[config.mk]
export PLATFORM = sky130hd
export DESIGN_NAME = riscv_lsu
export DESIGN_NICKNAME = d
export VERILOG_FILES = /design/src/rtl/riscv_lsu.sv
export SDC_FILE = /design/constraint.sdc
export NUM_CORES = 1
export LEC_CHECK = 0
export BUFFER_PORTS_ARGS = -buffer_cell sky130_fd_sc_hd__buf_4
export CAP_MARGIN = 20
export CORE_ASPECT_RATIO = 1.25
export CORE_MARGIN = 3
export CORE_UTILIZATION = 55
export CTS_CLUSTER_DIAMETER = 60
export DETAILED_ROUTE_END_ITERATION = 10
export GPL_TIMING_DRIVEN = 0
export HOLD_SLACK_MARGIN = 0.1
export PLACE_DENSITY = 0.9
export SLEW_MARGIN = 5
export SYNTH_ARGS = -nofsm -noshare
export SYNTH_HDL_FRONTEND = slang
export SYNTH_SLANG_ARGS = --single-unit
export TNS_END_PERCENT = 50
[constraint.sdc]
create_clock -name CLK -period 14.7 [get_ports CLK]
set_clock_uncertainty 0.15 [all_clocks]
set_input_delay 2.94 -clock CLK [delete_from_list [all_inputs] [get_ports CLK]]
set_output_delay 2.94 -clock CLK [all_outputs]
set_load 0.01 [all_outputs]
[src/rtl/riscv_lsu.sv]
// riscv_lsu: load/store unit between a single-cycle core's data port and a
// wait-state data memory.
//
// Turns a core request (byte address, funct3 size code, store data) into one
// word-aligned bus transaction with byte enables, held under a req/ack
// handshake. Load data is lane-selected and extended before it reaches the
// core. The core is stalled until the access retires. Misaligned or
// illegal-size requests are never issued to the bus; bus accesses that see
// no ack within TIMEOUT cycles are abandoned.
//
// Ports:
//   CLK, reset                 clock, asynchronous active-high reset
//   core_req_i / core_we_i     access request, 1 = store
//   core_size_i                funct3: 0 B, 1 H, 2 W, 4 BU, 5 HU
//   core_addr_i / core_wd_i    byte address, store data
//   core_rd_o                  formatted load data, valid in the retire cycle
//   core_stall_o               hold PC and suppress writeback
//   misaligned_o / bus_error_o one-cycle rejection / timeout pulses
//   mem_req_o .. mem_wd_o      bus request, write, byte enables, address, data
//   mem_rd_i / mem_ack_i       read word and completion strobe
module riscv_lsu #(
  parameter int unsigned TIMEOUT = 256
) (
  input  logic        CLK,
  input  logic        reset,
  input  logic        core_req_i,
  input  logic        core_we_i,
  input  logic [2:0]  core_size_i,
  input  logic [31:0] core_addr_i,
  input  logic [31:0] core_wd_i,
  output logic [31:0] core_rd_o,
  output logic        core_stall_o,
  output logic        misaligned_o,
  output logic        bus_error_o,
  output logic        mem_req_o,
  output logic        mem_we_o,
  output logic [3:0]  mem_be_o,
  output logic [31:0] mem_addr_o,
  output logic [31:0] mem_wd_o,
  input  logic [31:0] mem_rd_i,
  input  logic        mem_ack_i
);

  typedef enum logic [1:0] {StIdle, StBusy, StDone, StErr} state_e;

  // Last counter value before abort; unused when the timeout is disabled.
  localparam int unsigned TimeoutLast = (TIMEOUT == 0) ? 0 : TIMEOUT - 1;

  state_e      state_q, state_d;
  logic        we_q;
  logic [31:0] addr_q;
  logic [3:0]  be_q;
  logic [31:0] wd_q;
  logic [1:0]  off_q;
  logic [2:0]  size_q;
  logic [31:0] rd_q;
  logic [31:0] cnt_q;
  logic        cause_bus_q;  // ERR cause: 1 = timeout, 0 = rejected request

  logic        legal;
  logic [3:0]  be_fmt;
  logic [31:0] wd_fmt;
  logic [7:0]  ld_byte;
  logic [15:0] ld_half;
  logic [31:0] ld_fmt;
  logic        timeout_hit;

  // Request legality.
  always_comb begin
    legal = 1'b0;
    case (core_size_i)
      3'd0:    legal = 1'b1;
      3'd1:    legal = ~core_addr_i[0];
      3'd2:    legal = (core_addr_i[1:0] == 2'b00);
      3'd4:    legal = ~core_we_i;
      3'd5:    legal = ~core_we_i & ~core_addr_i[0];
      default: legal = 1'b0;
    endcase
  end

  // Store formatting; loads always enable the whole word.
  always_comb begin
    be_fmt = 4'b1111;
    wd_fmt = core_wd_i;
    if (core_we_i) begin
      case (core_size_i)
        3'd0: begin
          be_fmt = 4'b0001 << core_addr_i[1:0];
          wd_fmt = {4{core_wd_i[7:0]}};
        end
        3'd1: begin
          be_fmt = core_addr_i[1] ? 4'b1100 : 4'b0011;
          wd_fmt = {2{core_wd_i[15:0]}};
        end
        default: begin
          be_fmt = 4'b1111;
          wd_fmt = core_wd_i;
        end
      endcase
    end
  end

  // Load lane selection and extension.
  always_comb begin
    ld_byte = mem_rd_i[7:0];
    case (off_q)
      2'd0: ld_byte = mem_rd_i[7:0];
      2'd1: ld_byte = mem_rd_i[15:8];
      2'd2: ld_byte = mem_rd_i[23:16];
      2'd3: ld_byte = mem_rd_i[31:24];
      default: ld_byte = mem_rd_i[7:0];
    endcase
    ld_half = off_q[1] ? mem_rd_i[31:16] : mem_rd_i[15:0];
    case (size_q)
      3'd0:    ld_fmt = {{24{ld_byte[7]}}, ld_byte};
      3'd1:    ld_fmt = {{16{ld_half[15]}}, ld_half};
      3'd4:    ld_fmt = {24'b0, ld_byte};
      3'd5:    ld_fmt = {16'b0, ld_half};
      default: ld_fmt = mem_rd_i;
    endcase
  end

  assign timeout_hit = (TIMEOUT != 0) && (cnt_q == TimeoutLast);

  // FSM state register.
  always_ff @(posedge CLK or posedge reset) begin
    if (reset) begin
      state_q <= StIdle;
    end else begin
      state_q <= state_d;
    end
  end

  // FSM next state.
  always_comb begin
    state_d = state_q;
    case (state_q)
      StIdle: begin
        if (core_req_i) begin
          state_d = legal ? StBusy : StErr;
        end
      end
      StBusy: begin
        if (mem_ack_i) begin
          state_d = StDone;
        end else if (timeout_hit) begin
          state_d = StErr;
        end
      end
      StDone:  state_d = StIdle;
      StErr:   state_d = StIdle;
      default: state_d = StIdle;
    endcase
  end

  // Request capture, wait counter and load-data latch.
  always_ff @(posedge CLK or posedge reset) begin
    if (reset) begin
      we_q        <= 1'b0;
      addr_q      <= 32'b0;
      be_q        <= 4'b0;
      wd_q        <= 32'b0;
      off_q       <= 2'b0;
      size_q      <= 3'b0;
      rd_q        <= 32'b0;
      cnt_q       <= 32'b0;
      cause_bus_q <= 1'b0;
    end else begin
      if (state_q == StIdle && core_req_i) begin
        we_q        <= core_we_i;
        addr_q      <= {core_addr_i[31:2], 2'b00};
        be_q        <= be_fmt;
        wd_q        <= wd_fmt;
        off_q       <= core_addr_i[1:0];
        size_q      <= core_size_i;
        cnt_q       <= 32'b0;
        cause_bus_q <= 1'b0;
      end
      if (state_q == StBusy) begin
        cnt_q <= cnt_q + 32'd1;
        if (mem_ack_i) begin
          rd_q <= we_q ? 32'b0 : ld_fmt;
        end else if (timeout_hit) begin
          cause_bus_q <= 1'b1;
        end
      end
    end
  end

  // Outputs: bus signals only live in BUSY so reset clears them at once.
  always_comb begin
    mem_req_o    = (state_q == StBusy);
    mem_we_o     = mem_req_o & we_q;
    mem_be_o     = mem_req_o ? be_q : 4'b0;
    mem_addr_o   = mem_req_o ? addr_q : 32'b0;
    mem_wd_o     = mem_req_o ? wd_q : 32'b0;
    core_rd_o    = (state_q == StDone) ? rd_q : 32'b0;
    misaligned_o = (state_q == StErr) & ~cause_bus_q;
    bus_error_o  = (state_q == StErr) & cause_bus_q;
    core_stall_o = core_req_i & ((state_q == StIdle) | (state_q == StBusy));
  end

endmodule
==> results.cfg <==
[outcome]
status = finished, final reports clean

[placed_design]
place_area_um2 = 9087
dp.final_hpwl_mm = 15.35
post-place-ws_ns = 8.071
io_buffers = 205
gp_congestion = 0.8662

[routing]
routed_via_density = 5.800
wl_mm = 21.76
drt_iter0_markers = 702
drtPass1Iterations = 7
post_drt_wl_per_cell_um = 17.93
postRouteAntennaNets = 0
num_vias = 7041
remaining_drc_errors = 0

[die]
die_w_um = 109.1
die_h_um = 134.8
die_area_um2 = 14700
ioPinCount = 209
core_um2 = 12830
start_util = 0.5689
core.rowCount = 46

[synthesis]
synth-seq-cells = 139
synth_top_area_share = 0.4764
yosysSeqAreaShare = 0.4764
synth_edf_count = 0
async_reset_ff_frac = 1.000
post_synth_inst_count = 807
synth_top_cell_by_area = dfrtp_1
syn_avg_cell_area_um2 = 9.048
syn-cell-area_um2 = 7302
yosysWarnings = 0
ys_types = 58
synth_ff_type = dfrtp_1
synthTopCellsByArea = dfrtp_1, nand2_1, and2_1

[critical_path]
end_kind = output port
cpMostUsedCell = buf_4
cp_data_arrival_time_ns = 3.56
start_kind = input pin
required_ns = 11.61
cpPeakStageDelay_ns = 0.32
critPathTopFamily = simple AND/OR/NAND/NOR gates
cp_max_fo = 4
path_class = input pin to output port
cp_slowest_cell = nor2b_1
worst-path-buf-inv = 2
worstPathCellList = buf_4 -> nor2b_1 -> buf_4

[timing]
hold_viol_final = 0
fin_ws_ns = 8.050
finalSetupTns_ns = 0
setup_violations = 0
worst_pin_slew_ns = 0.6550
min_period_over_period = 0.4524
rsz0062_at_grt = no
finalMaxSlewViolations = 0
fmax_mhz = 150.4
min_period_ns = 6.650
max_slew_margin = 0.5614

[global_route]
grt_first_pass_wirelength_mm = 34.49
antenna_found_initial = 0
grt_overflow = 0
grt_pass1_vias = 6941
grt_max_degree = 85
grt.total_usage = 0.2987

[pwr]
power_density_nw_per_um2 = 177.6
peakVddDrop_mv = 0.09795
leakage_nw = 4.912
power_mw = 1.718

[clocking]
clock-root-buffer = clkbuf_16
cts_resized = 0
clock_path_buffers = 2
h-tree-depth = 4
hold_buffers = 0
numCtsBuffers = 17
insertion_delay_ns = 0.42
cts_tree = built
cts.clk_slew.worst_paths_ns = 0.06
clock-sinks = 139
cts_setup_buffers = 0

[layout]
nFillCells = 851
nets = 1138
fin_area_um2 = 9677
area_growth_pct = 32.52
drive_gt1_frac = 0.2734
diodes = 0

[min_path]
min_path_type = flip-flop to flip-flop

[job]
cap_violations = 0
stage by stage:
step	cells	util	hold WS [ns]
after global routing	1214	0.7539	0.3299
after detailed placement	1182	0.7080	0.3023
after CTS	1214	0.7539	0.3197
final	1214	0.7539	0.3154
after floorplan	808	-	0.2804
after global placement	1181	0.7055	0.2940
worst paths after layout:
kind | startpoint | endpoint | slack, ns | cells past startpoint
max in group asynchronous | reset | wd_q[0] | 11.20 | 3
min in group asynchronous | reset | cnt_q[8] | 2.42 | 2
setup / recovery | core_req_i | core_stall_o | 8.05 | 3
hold / removal | be_q[0] | be_q[0] | 0.32 | 2
hold reg to reg | be_q[0] | be_q[0] | 0.32 | 2
setup reg to reg | state_q[1] | wd_q[0] | 12.39 | 6
area by class of cell:
cell class / count / area, µm² / area share
Multi-Input combinational cell: 599 / 3516 / 0.3633
Sequential cell: 139 / 3478 / 0.3595
Timing Repair Buffer: 206 / 1567 / 0.1619
Clock buffer: 18 / 429.2 / 0.04435
Buffer: 51 / 237.7 / 0.02457
Tap cell: 168 / 210.2 / 0.02172
Clock inverter: 14 / 160.2 / 0.01655
Inverter: 19 / 78.83 / 0.008146
per-layer routing:
layer | GRT usage | up-vias | routed length (µm)
met3 | 0.07747 | 67 | 2005
met1 | 0.3760 | 3381 | 8197
met5 | 0 | - | 0
li1 | - | 3199 | -
met2 | 0.4853 | 394 | 10830
met4 | 0.1284 | 0 | 731
kinds of logic (layout without fill, tap and decap cells):
kind of cell | after synthesis | after routing | share of synthesized area
AOI/OAI and AO/OA | 124 | 124 | 0.1220
xor gates and xnor gates | 1 | 1 | 0.001200
adders and majority gates | 1 | 1 | 0.001713
buffers and inverters | 70 | 308 | 0.04267
DFF | 139 | 139 | 0.4764
muxes | 42 | 42 | 0.06134
other | 1 | 2 | 0.0005136
and+or+nand+nor | 429 | 429 | 0.2942
layout by cell type, fill, tap and decap left out, drive strengths merged, types with 24 or more instances in the layout:
cell    synthesis  routed
mux2i          29      29
inv            19      24
dfrtp         139     139
buf            18     224
nor2           41      41
nand2         214     214
clkbuf         33      51
a21oi          29      29
o21ai          24      24
and2          103     103
power by group:
group	internal, mW	leakage (nW)	total (mW)	switching, mW
clock	0.253	0.275	0.431	0.178
sequential	0.515	1.75	0.591	0.0758
combinational	0.312	2.89	0.696	0.384
tightest hold or removal path, cell delays in order, from the launching register on:
cell	delay, ns
dfrtp_1	0.34
nand2_1	0.05
nand2_1	0.05
sequential cells by signal, summed over array words and instances (netlist names):
register / flops
we_q: 1
cnt_q: 32
rd_q: 32
addr_q: 30
wd_q: 32
state_q: 2
cause_bus_q: 1
off_q: 2
be_q: 4
size_q: 3
cells in the mapped netlist (3+ instances only):
cell,count
and3_1,5
buf_6,3
and2_1,103
buf_2,10
nand2b_1,3
a21oi_1,28
mux2_2,12
and4_1,3
nor3_1,3
a221oi_1,6
mux2i_1,29
nor4_1,7
dfrtp_1,139
o21ai_1,4
nand2_1,214
a221o_1,16
inv_1,18
or3_1,3
a31oi_1,11
nor2_1,41
nand4_1,14
o21ai_0,20
a21o_1,7
a22o_1,9
o41ai_1,5
clkbuf_1,33
buf_4,3
o311ai_1,5
nor2b_1,4
nand3_1,12
Power figures use the tool's default switching activity.
